--- config.mk ---
export PLATFORM = sky130hd
export DESIGN_NAME = oled_spi_receiver
export DESIGN_NICKNAME = d
export VERILOG_FILES = /design/src/rtl/oled_spi_receiver.sv
export SDC_FILE = /design/constraint.sdc
export NUM_CORES = 1
export LEC_CHECK = 0
export BUFFER_PORTS_ARGS = -buffer_cell sky130_fd_sc_hd__buf_2
export CAP_MARGIN = 20
export CELL_PAD_IN_SITES_DETAIL_PLACEMENT = 1
export CELL_PAD_IN_SITES_GLOBAL_PLACEMENT = 1
export CORE_MARGIN = 4
export CORE_UTILIZATION = 40
export DETAILED_ROUTE_END_ITERATION = 6
export MAX_ROUTING_LAYER = met4
export PLACE_DENSITY = 0.76
export RECOVER_POWER = 25
export SLEW_MARGIN = 5
export SYNTH_ARGS = -nofsm -noshare
export SYNTH_HDL_FRONTEND = slang
export SYNTH_SLANG_ARGS = --single-unit
--- constraint.sdc ---
create_clock -name clk_i -period 4.8 [get_ports clk_i]
set_clock_uncertainty 0.15 [all_clocks]
set_input_delay 0.48 -clock clk_i [delete_from_list [all_inputs] [get_ports clk_i]]
set_output_delay 0.48 -clock clk_i [all_outputs]
set_load 0.01 [all_outputs]
--- src/rtl/oled_spi_receiver.sv ---
// SPI-slave model of the SSD1331 end of the OLED link: oversamples the SPI pins,
// assembles bytes and turns the command/pixel stream into RGB565 framebuffer writes.
module oled_spi_receiver #(
  parameter int WIDTH  = 96,
  parameter int HEIGHT = 64,
  parameter int AW     = 13
) (
  input  logic          clk_i,
  input  logic          rstn_i,
  input  logic          sclk_i,
  input  logic          mosi_i,
  input  logic          cs_n_i,
  input  logic          dc_i,
  input  logic          res_i,
  output logic          byte_valid_o,
  output logic [7:0]    byte_o,
  output logic          byte_dc_o,
  output logic          fb_we_o,
  output logic [AW-1:0] fb_addr_o,
  output logic [15:0]   fb_wdata_o,
  output logic          disp_on_o,
  output logic          frame_done_o,
  output logic          err_o
);

  localparam int CW = $clog2(WIDTH);
  localparam int RW = $clog2(HEIGHT);
  localparam logic [CW-1:0] COL_MAX = CW'(WIDTH - 1);
  localparam logic [RW-1:0] ROW_MAX = RW'(HEIGHT - 1);

  typedef enum logic {P_CMD, P_ARG} parse_state_t;
  typedef enum logic [1:0] {K_COL, K_ROW, K_SKIP} arg_kind_t;

  logic [1:0] sclk_sync, mosi_sync, cs_sync, dc_sync, res_sync;
  logic       sclk_prev, cs_prev;
  logic       sclk_s, mosi_s, cs_s, dc_s, res_s, sclk_rise;

  logic [2:0] bit_cnt;
  logic [6:0] sreg;

  parse_state_t  state;
  arg_kind_t     arg_kind;
  logic [1:0]    arg_cnt;
  logic [7:0]    arg_first;
  logic [CW-1:0] col_start, col_end, col;
  logic [RW-1:0] row_start, row_end, row;
  logic          lo_next;
  logic [7:0]    hi_byte;
  logic [AW-1:0] pix_addr;
  logic          at_end;

  function automatic logic [CW-1:0] clamp_col(input logic [7:0] v);
    if (int'(v) > WIDTH - 1) clamp_col = COL_MAX;
    else                     clamp_col = CW'(v);
  endfunction

  function automatic logic [RW-1:0] clamp_row(input logic [7:0] v);
    if (int'(v) > HEIGHT - 1) clamp_row = ROW_MAX;
    else                      clamp_row = RW'(v);
  endfunction

  function automatic logic is_skip_op(input logic [7:0] op);
    case (op)
      8'hA0, 8'hA1, 8'hA2, 8'hA8, 8'hAD, 8'hB0, 8'hB1,
      8'hB3, 8'hBB, 8'hBE, 8'h81, 8'h82, 8'h87: is_skip_op = 1'b1;
      default:                                  is_skip_op = 1'b0;
    endcase
  endfunction

  // SCLK, CS_N and RES idle high, so their synchronisers come out of reset high
  always_ff @(posedge clk_i or negedge rstn_i) begin
    if (!rstn_i) begin
      sclk_sync <= 2'b11;
      mosi_sync <= 2'b00;
      cs_sync   <= 2'b11;
      dc_sync   <= 2'b00;
      res_sync  <= 2'b11;
      sclk_prev <= 1'b1;
      cs_prev   <= 1'b1;
    end else begin
      sclk_sync <= {sclk_sync[0], sclk_i};
      mosi_sync <= {mosi_sync[0], mosi_i};
      cs_sync   <= {cs_sync[0], cs_n_i};
      dc_sync   <= {dc_sync[0], dc_i};
      res_sync  <= {res_sync[0], res_i};
      sclk_prev <= sclk_sync[1];
      cs_prev   <= cs_sync[1];
    end
  end

  assign sclk_s    = sclk_sync[1];
  assign mosi_s    = mosi_sync[1];
  assign cs_s      = cs_sync[1];
  assign dc_s      = dc_sync[1];
  assign res_s     = res_sync[1];
  assign sclk_rise = sclk_s & ~sclk_prev;

  // An 8th edge arriving together with CS_N rising still completes its byte
  always_ff @(posedge clk_i or negedge rstn_i) begin
    if (!rstn_i) begin
      bit_cnt      <= 3'd0;
      sreg         <= 7'd0;
      byte_valid_o <= 1'b0;
      byte_o       <= 8'd0;
      byte_dc_o    <= 1'b0;
    end else begin
      byte_valid_o <= 1'b0;
      if (!res_s) begin
        bit_cnt   <= 3'd0;
        sreg      <= 7'd0;
        byte_o    <= 8'd0;
        byte_dc_o <= 1'b0;
      end else if (sclk_rise && (!cs_s || (!cs_prev && bit_cnt == 3'd7))) begin
        sreg    <= {sreg[5:0], mosi_s};
        bit_cnt <= bit_cnt + 3'd1;
        if (bit_cnt == 3'd7) begin
          byte_valid_o <= 1'b1;
          byte_o       <= {sreg, mosi_s};
          byte_dc_o    <= dc_s;
        end
      end else if (cs_s) begin
        bit_cnt <= 3'd0;
      end
    end
  end

  assign pix_addr = AW'(row) * AW'(WIDTH) + AW'(col);
  assign at_end   = (col == col_end) && (row == row_end);

  always_ff @(posedge clk_i or negedge rstn_i) begin
    if (!rstn_i) begin
      state        <= P_CMD;
      arg_kind     <= K_SKIP;
      arg_cnt      <= 2'd0;
      arg_first    <= 8'd0;
      col_start    <= '0;
      col_end      <= COL_MAX;
      row_start    <= '0;
      row_end      <= ROW_MAX;
      col          <= '0;
      row          <= '0;
      lo_next      <= 1'b0;
      hi_byte      <= 8'd0;
      fb_we_o      <= 1'b0;
      fb_addr_o    <= '0;
      fb_wdata_o   <= 16'd0;
      disp_on_o    <= 1'b0;
      frame_done_o <= 1'b0;
      err_o        <= 1'b0;
    end else begin
      fb_we_o      <= 1'b0;
      frame_done_o <= 1'b0;
      if (!res_s) begin
        state      <= P_CMD;
        arg_kind   <= K_SKIP;
        arg_cnt    <= 2'd0;
        arg_first  <= 8'd0;
        col_start  <= '0;
        col_end    <= COL_MAX;
        row_start  <= '0;
        row_end    <= ROW_MAX;
        col        <= '0;
        row        <= '0;
        lo_next    <= 1'b0;
        hi_byte    <= 8'd0;
        fb_addr_o  <= '0;
        fb_wdata_o <= 16'd0;
        disp_on_o  <= 1'b0;
        err_o      <= 1'b0;
      end else if (byte_valid_o) begin
        if (byte_dc_o) begin
          // A pixel byte mid-argument aborts the command, then is used as pixel data
          if (state == P_ARG) begin
            err_o   <= 1'b1;
            state   <= P_CMD;
            arg_cnt <= 2'd0;
          end
          if (!lo_next) begin
            hi_byte <= byte_o;
            lo_next <= 1'b1;
          end else begin
            lo_next      <= 1'b0;
            fb_we_o      <= 1'b1;
            fb_wdata_o   <= {hi_byte, byte_o};
            fb_addr_o    <= pix_addr;
            frame_done_o <= at_end;
            if (col == col_end) begin
              col <= col_start;
              row <= (row == row_end) ? row_start : row + 1'b1;
            end else begin
              col <= col + 1'b1;
            end
          end
        end else begin
          lo_next <= 1'b0;
          if (state == P_CMD) begin
            case (byte_o)
              8'hAE: disp_on_o <= 1'b0;
              8'hAF: disp_on_o <= 1'b1;
              8'h15: begin
                state    <= P_ARG;
                arg_kind <= K_COL;
                arg_cnt  <= 2'd2;
              end
              8'h75: begin
                state    <= P_ARG;
                arg_kind <= K_ROW;
                arg_cnt  <= 2'd2;
              end
              default: begin
                if (is_skip_op(byte_o)) begin
                  state    <= P_ARG;
                  arg_kind <= K_SKIP;
                  arg_cnt  <= 2'd1;
                end
              end
            endcase
          end else begin
            arg_cnt <= arg_cnt - 2'd1;
            if (arg_cnt == 2'd2) begin
              arg_first <= byte_o;
            end else begin
              state <= P_CMD;
              case (arg_kind)
                K_COL: begin
                  col_start <= clamp_col(arg_first);
                  col_end   <= clamp_col(byte_o);
                  col       <= clamp_col(arg_first);
                  row       <= row_start;
                end
                K_ROW: begin
                  row_start <= clamp_row(arg_first);
                  row_end   <= clamp_row(byte_o);
                  row       <= clamp_row(arg_first);
                  col       <= col_start;
                end
                default: ;
              endcase
            end
          end
        end
      end
    end
  end

endmodule

==> summary.md, run 1 <==
| Metric | Value |
|---|---|
| Post-synth top area cell | dfrtp_1 |
| Vias in the first global route | 5,275 |
| Reg2reg path depth | 7 |
| Number of max-cap violations | 1 |
| Simple-Gate Fraction of Synth Area | 0.153 |
| Number of enable flip-flop cells after synthesis | 0 |
| Critical-path top delay cell | dfstp_2 |
| Row count | 45 |
| Total number of H-tree levels | 4 |
| Synth area leaders | dfrtp_1 (42%), dfstp_2 (8.8%), nor2_1 (4.2%) |
| Num ports | 50 |
| Post-route antenna net violation count | 0 |
| Slew HR | -0.142 |
| Register area share after synthesis | 0.506 |
| Cells after synthesis | 603 |
| Largest net degree at the start of global routing | 81 |
| Power density over the cells | 332 mW/mm^2 |
| Final hold vios | 0 |
| CP Max Fanout | 32 |
| Area Overhead vs Synth | 16.2% |
| Layout cells sized above 1 | 0.203 |
| Gr ovfl total | 0 |
| Area share of fa/ha/maj cells after synthesis | 0.0303 |
| Crit path cell chain | and2_1, nand3_1, inv_2, nand2_1, and3b_1, o211ai_1, nand3_1 |
| Hold Slack | 11.9 ps |
| 1st-iter DRT viols | 282 |
| CTS Buffer Depth | 2 |
| CTS Hold Buffers Added | 3 |
| Post-cts sizing count | 0 |
| Register bit total from synthesis | 126 |
| Syn_area_per_cell | 10.4 sq um |
| Global-route wire length before repair | 28.4 mm |
| Share of the synthesized area in the top cell type | 0.419 |
| Port Buf Inserts | 49 |
| Xor/xnor share of the synthesized area | 0.0419 |
| Power Total | 2420 uW |
| Most common cell in the netlist | dfrtp_1 |
| Area of the mapped netlist | 0.00628 sq mm |
| Gpl congestion | 0.874 |
| Fill count | 1,716 |
| HP Class | input port to flip-flop |
| GRT Total Usage | 0.207 |
| Initial antenna violation count | 1 |
| Setup tns final | 0 ps |
| Core Area | 0.0153 sq mm |
| Status | complete, but fails checks |
| RSZ-0062 raised after global routing | no |
| Multi-input gate area | 0.00288 sq mm |
| Post-synthesis compound-gate area fraction | 0.169 |
| Leak Pwr | 0.00316 uW |
| Mux cell area share after synthesis | 0.0624 |
| Worst skew pair latency | 420 ps |
| Worst Hold Depth | 1 |
| Flip-flop and latch area | 0.00318 sq mm |
| Wire per inst | 20.0 um |
| Critical Path AT | 3230 ps |
| Post-synth cell types | 66 |
| Routed vias | 4,867 |
| IR drop worst, VDD | 0.239 mV |
| Num CTS Buffers | 17 |
| CTS tree | done |
| Kind of critical path | flip-flop to flip-flop |
| Max Freq | 330 MHz |
| Final setup viols | 0 |
| Reg clk slew, reported paths | 60 ps |
| Slew @ Worst Pin | 1710 ps |
| Synthesized net count | 624 |
| Failing checks | capacitance limit, slew limit |
| CP required | 5000 ps |
| Die W | 133 um |
| Most used DFF post-synth | dfrtp_1 |
| CTS sink count | 126 |
| Post-layout min period | 3030 ps |
| FFs w/ async S/R, synth | 1.00 |
| Most frequent CP cell | nand3_1 |
| NumNets Final | 662 |
| Crit. End Element | flip-flop |
| Drt pass-1 iters | 4 |
| Crit path launch type | flip-flop |
| Die Area | 0.0178 sq mm |
| Main combinational cell family by area after synthesis | compound AO/OA/AOI/OAI gates |
| Ant. Diodes | 0 |
| Slew Viols, Final | 69 |
| Final WL | 17.3 mm |
| Die height | 133 um |
| Commonest cells in the netlist | dfrtp_1 (105), nor2_1 (70), nand2_1 (35) |
| CTS Root Cell | clkbuf_16 |
| Initial core utilization | 0.410 |
| DRC violations left | 0 |
| Vias per cell | 5.63 |
| Synth warn | 0 |
| Post-DP HPWL | 11.7 mm |
| Critical path's largest stage delay | 900 ps |
| Total setup buffers inserted after CTS | 0 |
| Period utilization | 0.631 |
==> critical path, delay by kind of cell (launching register included) <==
kind            cells  cell delay, ps
simple gates        5            1270
flops               1             900
compound gates      1             100
buf+inv             1             520
==> state kept, by name (all words and copies together) (netlist names), 2 cells and up <==
| signal | cells |
|---|---|
| byte_o | 8 |
| mosi_sync | 2 |
| fb_addr_o | 13 |
| dc_sync | 2 |
| col | 7 |
| bit_cnt | 3 |
| col_end | 7 |
| sreg | 7 |
| row_end | 6 |
| col_start | 7 |
| arg_kind | 2 |
| row_start | 6 |
| fb_wdata_o | 16 |
| row | 6 |
| hi_byte | 8 |
| res_sync | 2 |
| cs_sync | 2 |
| sclk_sync | 2 |
| arg_cnt | 2 |
| arg_first | 8 |
==> layout by cell type (no fill, tap or decap), types with 13 or more instances in the layout <==
cell and instances:
a211oi_1 22, mux2i_1 20, nor3_1 16, dfrtp_1 105
a22o_1 23, a21oi_1 13, dfstp_2 19, nor2_1 70
o21ai_0 25, nand2_1 35, nand3_1 13, clkbuf_16 17
mux2_2 17, buf_2 48, xnor2_1 22
==> cells by family after synthesis <==
group | Yosys count
AO/OA/AOI/OAI | 148
XOR/XNOR | 30
adder cells (fa/ha/maj) | 14
multiplexers | 37
AND/OR/NAND/NOR | 194
flip-flops | 126
buffers and inverters | 54
==> report_power, final <==
part | internal [uW] | leakage, uW | switching, uW | total [uW]
sequential | 1070 | 0.00168 | 6.51 | 1080
combinational | 13.2 | 0.00119 | 41.9 | 55.2
clock | 798 | 0.000288 | 492 | 1290
==> layer usage <==
| layer | share of wire | GRT usage | wire [um] | up-vias |
|---|---|---|---|---|
| met2 | 0.49 | 0.330 | 8480 | 108 |
| met1 | 0.46 | 0.266 | 7900 | 2486 |
| met4 | 0.013 | 0.0680 | 234 | 0 |
| met3 | 0.042 | 0.0419 | 733 | 18 |
| li1 | - | - | - | 2255 |
| met5 | 0 | - | 0 | - |
==> worst paths after layout <==
path,start,endpoint,slack [ps]
worst max-delay path,res_sync[1],fb_addr_o[11],1770
worst min-delay path,mosi_i,mosi_sync[0],10
worst max register to register,res_sync[1],fb_addr_o[11],1770
worst min register to register,dc_sync[0],dc_sync[1],200
max in group asynchronous,rstn_i,hi_byte[7],1850
min in group asynchronous,rstn_i,row[3],500
==> cell type report <==
type | count | share of cell area
clock buffers | 21 | 0.0631
clock inverters | 11 | 0.0184
inverters | 14 | 0.00721
multi-input cells | 423 | 0.394
flip-flops and latches | 126 | 0.436
well taps | 211 | 0.0362
repair buffers | 59 | 0.0448
==> stage by stage <==
stage,setup WS (ps),util,instance area (sq um),instances
finish,1770,0.476,7290,865
CTS,1780,0.475,7280,863
detailed placement,1800,0.435,6660,828
global placement,1900,0.435,6660,828
global route,1350,0.476,7290,865
floorplan,2120,-,6280,603
No activity file was read; power rests on OpenSTA's default activity.
==> run 2: changes to the inputs <==
Clock period 4.8 ns to 3 ns, I/O delays scaled along.
==> run 2 against run 1 <==
Worst hold slack improved by 190 ps; cell area increased by 2.4%; first-iteration DRC count decreased by 2.8%; setup slack got worse by 1500 ps; sequential share of layout area decreased by 1.0 points; combinational power increased by 81%; die area unchanged; critical path type unchanged; final cell count increased by 2.0%; the run now ends clean; critical path depth increased by 1; highest routed layer unchanged; total power increased by 67%; critical endpoint is now fb_addr_o[12]; sequential cell count unchanged.
==> summary.md, run 2 (synthesis results as in run 1) <==
| Metric | Value |
|---|---|
| Status | finished clean |
| CTS tree | done |
| Port Buf Inserts | 49 (unchanged) |
| Die W | 133 um (unchanged) |
| DRC violations left | 0 (unchanged) |
| Routed vias | 4,954 (+1.8%) |
| CTS sink count | 126 (unchanged) |
| Crit path buf inv count | 1 (unchanged) |
| Row count | 45 (unchanged) |
| Ant. Diodes | 0 (unchanged) |
| Layout cells sized above 1 | 0.198 (-0.00515) |
| Post-route antenna net violation count | 0 (unchanged) |
| IR drop worst, VDD | 0.360 mV (+51%) |
| Post-layout min period | 2750 ps (-277 ps) |
| Worst skew pair latency | 420 ps (about the same) |
| Clock share of power | 0.549 (+0.017) |
| Critical Path Stages | 8 (+1) |
| Vias in the first global route | 5,282 (+0.13%) |
| Die Area | 0.0178 sq mm (unchanged) |
| Initial core utilization | 0.410 (unchanged) |
| Flip-flop and latch area | 0.00318 sq mm (unchanged) |
| Power Total | 4040 uW (+67%) |
| Leak Pwr | 0.00318 uW (+0.90%) |
| Critical path's largest stage delay | 530 ps (-370 ps) |
| Combinational share of power | 0.025 (+0.002) |
| Leading cell type in the layout, fill and taps excluded | dfrtp_1 |
| Power density over the cells | 541 mW/mm^2 (+63%) |
| Drt pass-1 iters | 5 (+1) |
| Global-route wire length before repair | 28.4 mm (-0.27%) |
| Number of max-cap violations | 0 (-1) |
| Final hold vios | 0 (unchanged) |
| CP endpoint | fb_addr_o[12] |
| Slew Viols, Final | 0 (-100%) |
| Critical path's top delay family | simple AND/OR/NAND/NOR gates |
| NetSw | 861 uW (+59%) |
| NumNets Final | 679 (+2.6%) |
| Multi-input gate area | 0.00288 sq mm (+0.13%) |
| Most frequent cells in the layout | dfrtp_1 (105), nor2_1 (70), nand2_1 (35) |
| Total setup buffers inserted after CTS | 0 (unchanged) |
| Wire per inst | 19.7 um (-1.5%) |
| Max reg flops | 16 (unchanged) |
| Final setup viols | 0 (unchanged) |
| Core Area | 0.0153 sq mm (unchanged) |
| CTS Root Cell | clkbuf_16 |
| Worst r2r dst | fb_addr_o[12] |
| Gr ovfl total | 0 (unchanged) |
| GRT Total Usage | 0.207 (about the same) |
| 1st-iter DRT viols | 274 (-2.8%) |
| Post-DP HPWL | 11.7 mm (+0.18%) |
| HP Start | dc_sync[0] |
| Num CTS Buffers | 17 (unchanged) |
| Max Freq | 363 MHz (+10%) |
| Reg clk slew, reported paths | 60 ps (about the same) |
| HP Class | flip-flop to flip-flop |
| Crit. End Element | flip-flop |
| Kind of critical path | flip-flop to flip-flop |
| Seq pwr share | 0.426 (-0.019) |
| Reg-to-reg slack, setup | 250 ps (-1520 ps) |
| Total number of H-tree levels | 4 (unchanged) |
| CTS Buffer Depth | 2 (unchanged) |
| Slew @ Worst Pin | 1150 ps (-559 ps) |
| Fill count | 1,730 (+0.82%) |
| Critical path startpoint | row[1] |
| Reg-to-Reg Start | row[1] |
| Critical-path top delay cell | or4_1 |
| Period utilization | 0.917 (+0.286) |
| Final Non-Filler Cells | 882 (+2.0%) |
| Switch share | 0.213 (-0.00985) |
| Largest Register | fb_wdata_o |
| Gpl congestion | 0.820 (-6.2%) |
| Crit path launch type | flip-flop |
| Initial antenna violation count | 0 (-1) |
| Vias per cell | 5.62 (-0.17%) |
| Placed cell count | 844 (+1.9%) |
| Largest regs | fb_wdata_o: 16 flops, fb_addr_o: 13 flops |
| P_int | 3180 uW (+69%) |
| Largest net degree at the start of global routing | 59 (-27%) |
| Pre-CTS setup slack | 181 ps (-1610 ps) |
| Die height | 133 um (unchanged) |
| Num ports | 50 (unchanged) |
| Setup tns final | 0 ps (unchanged) |
| Slew HR | 0.230 (+0.373) |
| Area Overhead vs Synth | 19.0% |
| CP required | 3150 ps (-1850 ps) |
| Crit path cell chain | ha_1, inv_1, fa_1, nand2b_1, a21oi_2, xor2_1, or4_1, a32o_1 |
| Reg2reg path depth | 8 (+1) |
| CP Max Fanout | 4 (-88%) |
| Critical Path AT | 2910 ps (-320 ps) |
| RSZ-0062 raised after global routing | no |
| Final WL | 17.4 mm (+0.44%) |
| Final worst setup slack | 248 ps (-1520 ps) |
| Final Util | 0.488 (+0.0114) |
run 2: final cells by class:
class / count / share of cell area
Sequential cell: 126 / 0.426
Multi-Input combinational cell: 423 / 0.386
Clock buffer: 19 / 0.0607
Timing Repair Buffer: 76 / 0.0605
Tap cell: 211 / 0.0354
Clock inverter: 13 / 0.0251
Inverter: 14 / 0.00704
run 2: worst min-delay path by stage:
stage	to	slack, ps	depth (start not counted)
floorplan	arg_cnt[0]	-150	0
global placement	dc_sync[1]	180	0
detailed placement	dc_sync[1]	190	0
CTS	dc_sync[1]	200	0
global route	dc_sync[1]	200	0
finish	dc_sync[1]	200	0
run 2: worst register-to-register path, delay by kind of cell, from the launching register on:
kind	cells	cell delay, ps
xor gates and xnor gates	1	140
DFF	1	410
buffers and inverters	1	80
adders and majority gates	2	700
AOI/OAI and AO/OA	2	460
and+or+nand+nor	2	720
run 2: power groups by stage:
| stage | clock, uW | combinational, uW | sequential [uW] |
|---|---|---|---|
| finish | 2220 | 100 | 1720 |
| detailed placement | 0 | 96.9 | 1750 |
| global placement | 0 | 94.0 | 1750 |
| global route | 2330 | 112 | 1720 |
| CTS | 2250 | 103 | 1720 |
| floorplan | 0 | 39.0 | 1750 |
run 2: what timing repair did:
item                                    in CTS  in global routing
endpoints found under the hold margin       37                  0
gates resized for setup                      0                  1
endpoints found under the setup margin       0                  1
hold buffers                                 6                  0
run 2: routing by layer:
metal | part of all wire | global-route usage | wire (um)
met1 | 0.45 | 0.263 | 7830
met2 | 0.49 | 0.330 | 8500
met3 | 0.045 | 0.0415 | 783
met4 | 0.017 | 0.0760 | 303
met5 | 0 | - | 0
run 2: per-stage QoR:
step | instance area [sq um] | hold slack [ps]
after CTS | 7490 | 200
after detailed placement | 6790 | 186
after floorplan | 6280 | -146
after global placement | 6790 | 185
final | 7470 | 199
after global routing | 7470 | 205
==> run 3: changes to the inputs <==
--- a/config.mk
+++ b/config.mk
@@ -6,4 +6,5 @@
 export NUM_CORES = 1
 export LEC_CHECK = 0
+export ABC_AREA = 1
 export BUFFER_PORTS_ARGS = -buffer_cell sky130_fd_sc_hd__buf_2
 export CAP_MARGIN = 20
@@ -14,5 +15,5 @@
 export DETAILED_ROUTE_END_ITERATION = 6
 export MAX_ROUTING_LAYER = met4
-export PLACE_DENSITY = 0.76
+export PLACE_DENSITY = 0.81
 export RECOVER_POWER = 25
 export SLEW_MARGIN = 5
==> constraint.sdc (replaced) <==
create_clock -name clk_i -period 2.5 [get_ports clk_i]
set_clock_uncertainty 0.15 [all_clocks]
set_input_delay 0.25 -clock clk_i [delete_from_list [all_inputs] [get_ports clk_i]]
set_output_delay 0.25 -clock clk_i [all_outputs]
set_load 0.005 [all_outputs]
==> run 3 against run 2 <==
Non-clock buffer count shrank 5; first-iteration DRC count grew 28%; clock power grew 14%; combinational power grew to 6.0 times the previous value; cell area is essentially flat; sequential cell count is the same; register-to-register slack gained 20 ps; critical path depth grew 3; via count grew 11%; synthesized area grew 0.56%; sequential power grew 30%; critical endpoint unchanged; largest power group unchanged.
==> summary.md, run 3 <==
| Metric | Value |
|---|---|
| Status | finished clean |
| Routed vias | 5,483 (+11%) |
| Clock share of power | 0.472 (-0.077) |
| Core Area | 0.0153 sq mm (unchanged) |
| Most used DFF post-synth | dfrtp_1 |
| Wire per inst | 17.6 um (-11%) |
| Row count | 45 (unchanged) |
| Simple-Gate Fraction of Synth Area | 0.206 (+0.0529) |
| Register bit total from synthesis | 126 (unchanged) |
| Switch share | 0.274 (+0.0613) |
| Post-DP HPWL | 13.1 mm (+12%) |
| Layout cells sized above 1 | 0.169 (-0.0295) |
| CP required | 2680 ps (-470 ps) |
| Slew HR | 0.237 (+0.00716) |
| Vias in the first global route | 5,867 (+11%) |
| Largest Register | fb_wdata_o |
| Port Buf Inserts | 49 (unchanged) |
| DRC violations left | 0 (unchanged) |
| Gpl congestion | 0.872 (+6.4%) |
| Register area share after synthesis | 0.504 (-0.00281) |
| Final hold vios | 0 (unchanged) |
| CTS Root Cell | clkbuf_16 |
| Final WL | 18.3 mm (+4.8%) |
| HP Class | flip-flop to flip-flop |
| Crit. End Element | flip-flop |
| Slew @ Worst Pin | 1140 ps (-10.7 ps) |
| CTS Buffer Depth | 2 (unchanged) |
| Crit path cell chain | ha_2, inv_1, fa_1, xnor2_2, inv_1, nor2_1, nand3_1, nor2_2, nand3b_1, nand3_1, nand2_1 |
| Area after DPL | 0.00680 sq mm (+0.22%) |
| Most common cell in the netlist | nand2_1 |
| Area share of fa/ha/maj cells after synthesis | 0.0301 (-0.000168) |
| Vias per cell | 5.30 (-5.7%) |
| Xor/xnor share of the synthesized area | 0.0222 (-0.0197) |
| Combinational share of power | 0.112 (+0.087) |
| Leak Pwr | 0.00357 uW (+12%) |
| Max Freq | 449 MHz (+23%) |
| Initial core utilization | 0.412 (+0.00229) |
| CTS tree | done |
| Crit path launch type | flip-flop |
| Final setup viols | 0 (unchanged) |
| Commonest cells in the netlist | nand2_1 (167), dfrtp_1 (105), inv_1 (81) |
| Power density over the cells | 719 mW/mm^2 (+33%) |
| Largest regs | fb_wdata_o: 16 flops, fb_addr_o: 13 flops |
| Max reg flops | 16 (unchanged) |
| Critical-path top delay cell | fa_1 |
| 1st-iter DRT viols | 350 (+28%) |
| Critical path's largest stage delay | 420 ps (-110 ps) |
| Setup tns final | 0 ps (unchanged) |
| Area of the mapped netlist | 0.00631 sq mm (+0.56%) |
| Synthesized net count | 767 (+23%) |
| Main combinational cell family by area after synthesis | simple AND/OR/NAND/NOR gates |
| Initial antenna violation count | 0 (unchanged) |
| Fin area | 0.00747 sq mm (about the same) |
| IR drop worst, VDD | 0.500 mV (+39%) |
| GRT Total Usage | 0.221 (+0.0141) |
| Total number of H-tree levels | 4 (unchanged) |
| Reg clk slew, reported paths | 60 ps (about the same) |
| Flip-flop and latch area | 0.00318 sq mm (unchanged) |
| RSZ-0062 raised after global routing | no |
| Leading cell type in the layout, fill and taps excluded | nand2_1 |
| Die Area | 0.0179 sq mm (+0.53%) |
| NetSw | 1470 uW (+71%) |
| Kind of critical path | flip-flop to flip-flop |
| Placed cell count | 996 (+18%) |
| Die W | 134 um (+0.26%) |
| Drt pass-1 iters | 4 (-1) |
| Area Overhead vs Synth | 18.3% |
| Critical Path AT | 2410 ps (-500 ps) |
| Synth area leaders | dfrtp_1 (42%), nand2_1 (9.9%), dfstp_2 (8.7%) |
| Most frequent cells in the layout | nand2_1 (167), dfrtp_1 (105), inv_1 (81) |
| Seq pwr share | 0.417 (-0.009) |
| Share of the synthesized area in the top cell type | 0.416 (-0.00232) |
| Final Util | 0.488 (about the same) |
| Post-synth top area cell | dfrtp_1 |
| NumNets Final | 832 (+23%) |
| P_int | 3900 uW (+23%) |
| Final Non-Filler Cells | 1,035 (+17%) |
| Num CTS Buffers | 17 (unchanged) |
| CTS sink count | 126 (unchanged) |
| Pre-CTS setup slack | 117 ps (-64.3 ps) |
| Largest net degree at the start of global routing | 60 (+1.7%) |
| Post-synth cell types | 44 (-33%) |
| Cells after synthesis | 746 (+24%) |
| Syn_area_per_cell | 8.46 sq um (-19%) |
| Number of max-cap violations | 0 (unchanged) |
| Die height | 134 um (+0.26%) |
| Post-route antenna net violation count | 0 (unchanged) |
| Period utilization | 0.891 (-0.0260) |
| Post-layout min period | 2230 ps (-524 ps) |
| FFs w/ async S/R, synth | 1.00 (unchanged) |
| CP Max Fanout | 4 (unchanged) |
| Multi-input gate area | 0.00266 sq mm (-7.7%) |
| Mux cell area share after synthesis | 0 (-0.0624) |
| Fill count | 1,839 (+6.3%) |
| Worst skew pair latency | 430 ps (about the same) |
| Gr ovfl total | 0 (unchanged) |
| Slew Viols, Final | 0 (unchanged) |
| Synth warn | 0 (unchanged) |
| Post-synthesis compound-gate area fraction | 0.161 (-0.00847) |
| Num ports | 50 (unchanged) |
| Number of enable flip-flop cells after synthesis | 0 (unchanged) |
| Final worst setup slack | 271 ps (+23.7 ps) |
| Global-route wire length before repair | 30.2 mm (+6.5%) |
| Ant. Diodes | 0 (unchanged) |
==> run 3: changes by cell type after synthesis, moves of 10 or more <==
cell | before | now
nand2_1 | 35 | 167
inv_1 | 12 | 81
o21ai_0 | 25 | 67
a21oi_1 | 13 | 38
nand3_1 | 13 | 38
a211oi_1 | 22 | 0
clkbuf_1 | 26 | 4
mux2i_1 | 20 | 0
mux2_2 | 17 | 0
nor2_1 | 70 | 57
xnor2_1 | 22 | 9
a22o_1 | 23 | 11
o21ai_1 | 8 | 20
and2_1 | 10 | 0
==> run 3: metal layers <==
layer,GRT usage,part of all wire,vias up
met5,-,0,-
met4,0.0846,0.024,0
met3,0.0412,0.041,34
met2,0.369,0.51,120
met1,0.267,0.43,2723
li1,-,-,2606
==> run 3: final timing paths <==
kind / endpoint / start / depth (start not counted) / slack (ps)
min in group asynchronous: err_o / rstn_i / 2 / 430
min reg2reg: dc_sync[1] / dc_sync[0] / 0 / 200
max in group asynchronous: col_end[4] / rstn_i / 3 / 770
max: fb_addr_o[12] / row[0] / 11 / 270
min: dc_sync[1] / dc_sync[0] / 0 / 200
max reg2reg: fb_addr_o[12] / row[0] / 11 / 270
==> run 3: critical path, delay by kind of cell (launching register included) <==
| kind | cells | cell delay (ps) |
|---|---|---|
| buffers and inverters | 2 | 160 |
| AND/OR/NAND/NOR | 6 | 630 |
| adder cells (fa/ha/maj) | 2 | 640 |
| flip-flops | 1 | 360 |
| XOR/XNOR | 1 | 190 |
==> run 3: cell type report <==
cell class,instances,area share
multi-input combinational,505,0.356
tap,211,0.0353
inverter,90,0.0457
clock inverter,13,0.0204
clock buffer,19,0.0606
timing repair buffer,71,0.0565
sequential,126,0.426
==> run 3: logic make-up after synthesis <==
kind of cell,count (synthesis)
AND/OR/NAND/NOR,301
AO/OA/AOI/OAI,174
flip-flops,126
buffers and inverters,115
XOR/XNOR,16
adder cells (fa/ha/maj),14
==> run 3: power by group through the flow <==
stage | clock, uW | combinational (uW) | sequential (uW)
after CTS | 2570 | 601 | 2240
after global routing | 2670 | 687 | 2250
after floorplan | 0 | 419 | 2240
final | 2530 | 599 | 2240
after global placement | 0 | 549 | 2260
after detailed placement | 0 | 579 | 2270
==> run 3: per-stage QoR <==
step | power (uW) | hold WS, ps
2_1_floorplan | 2660 | -196
3_3_place_gp | 2810 | 137
3_5_place_dp | 2850 | 146
4_1_cts | 5400 | 201
5_1_grt | 5600 | 209
6_report | 5370 | 201
==> run 3: timing repair <==
item / CTS / global route
buffers inserted: 0 / 1
hold buffers: 6 / 0
setup endpoints to repair: 0 / 1
resized for setup: 0 / 3
endpoints found under the hold margin: 38 / 0
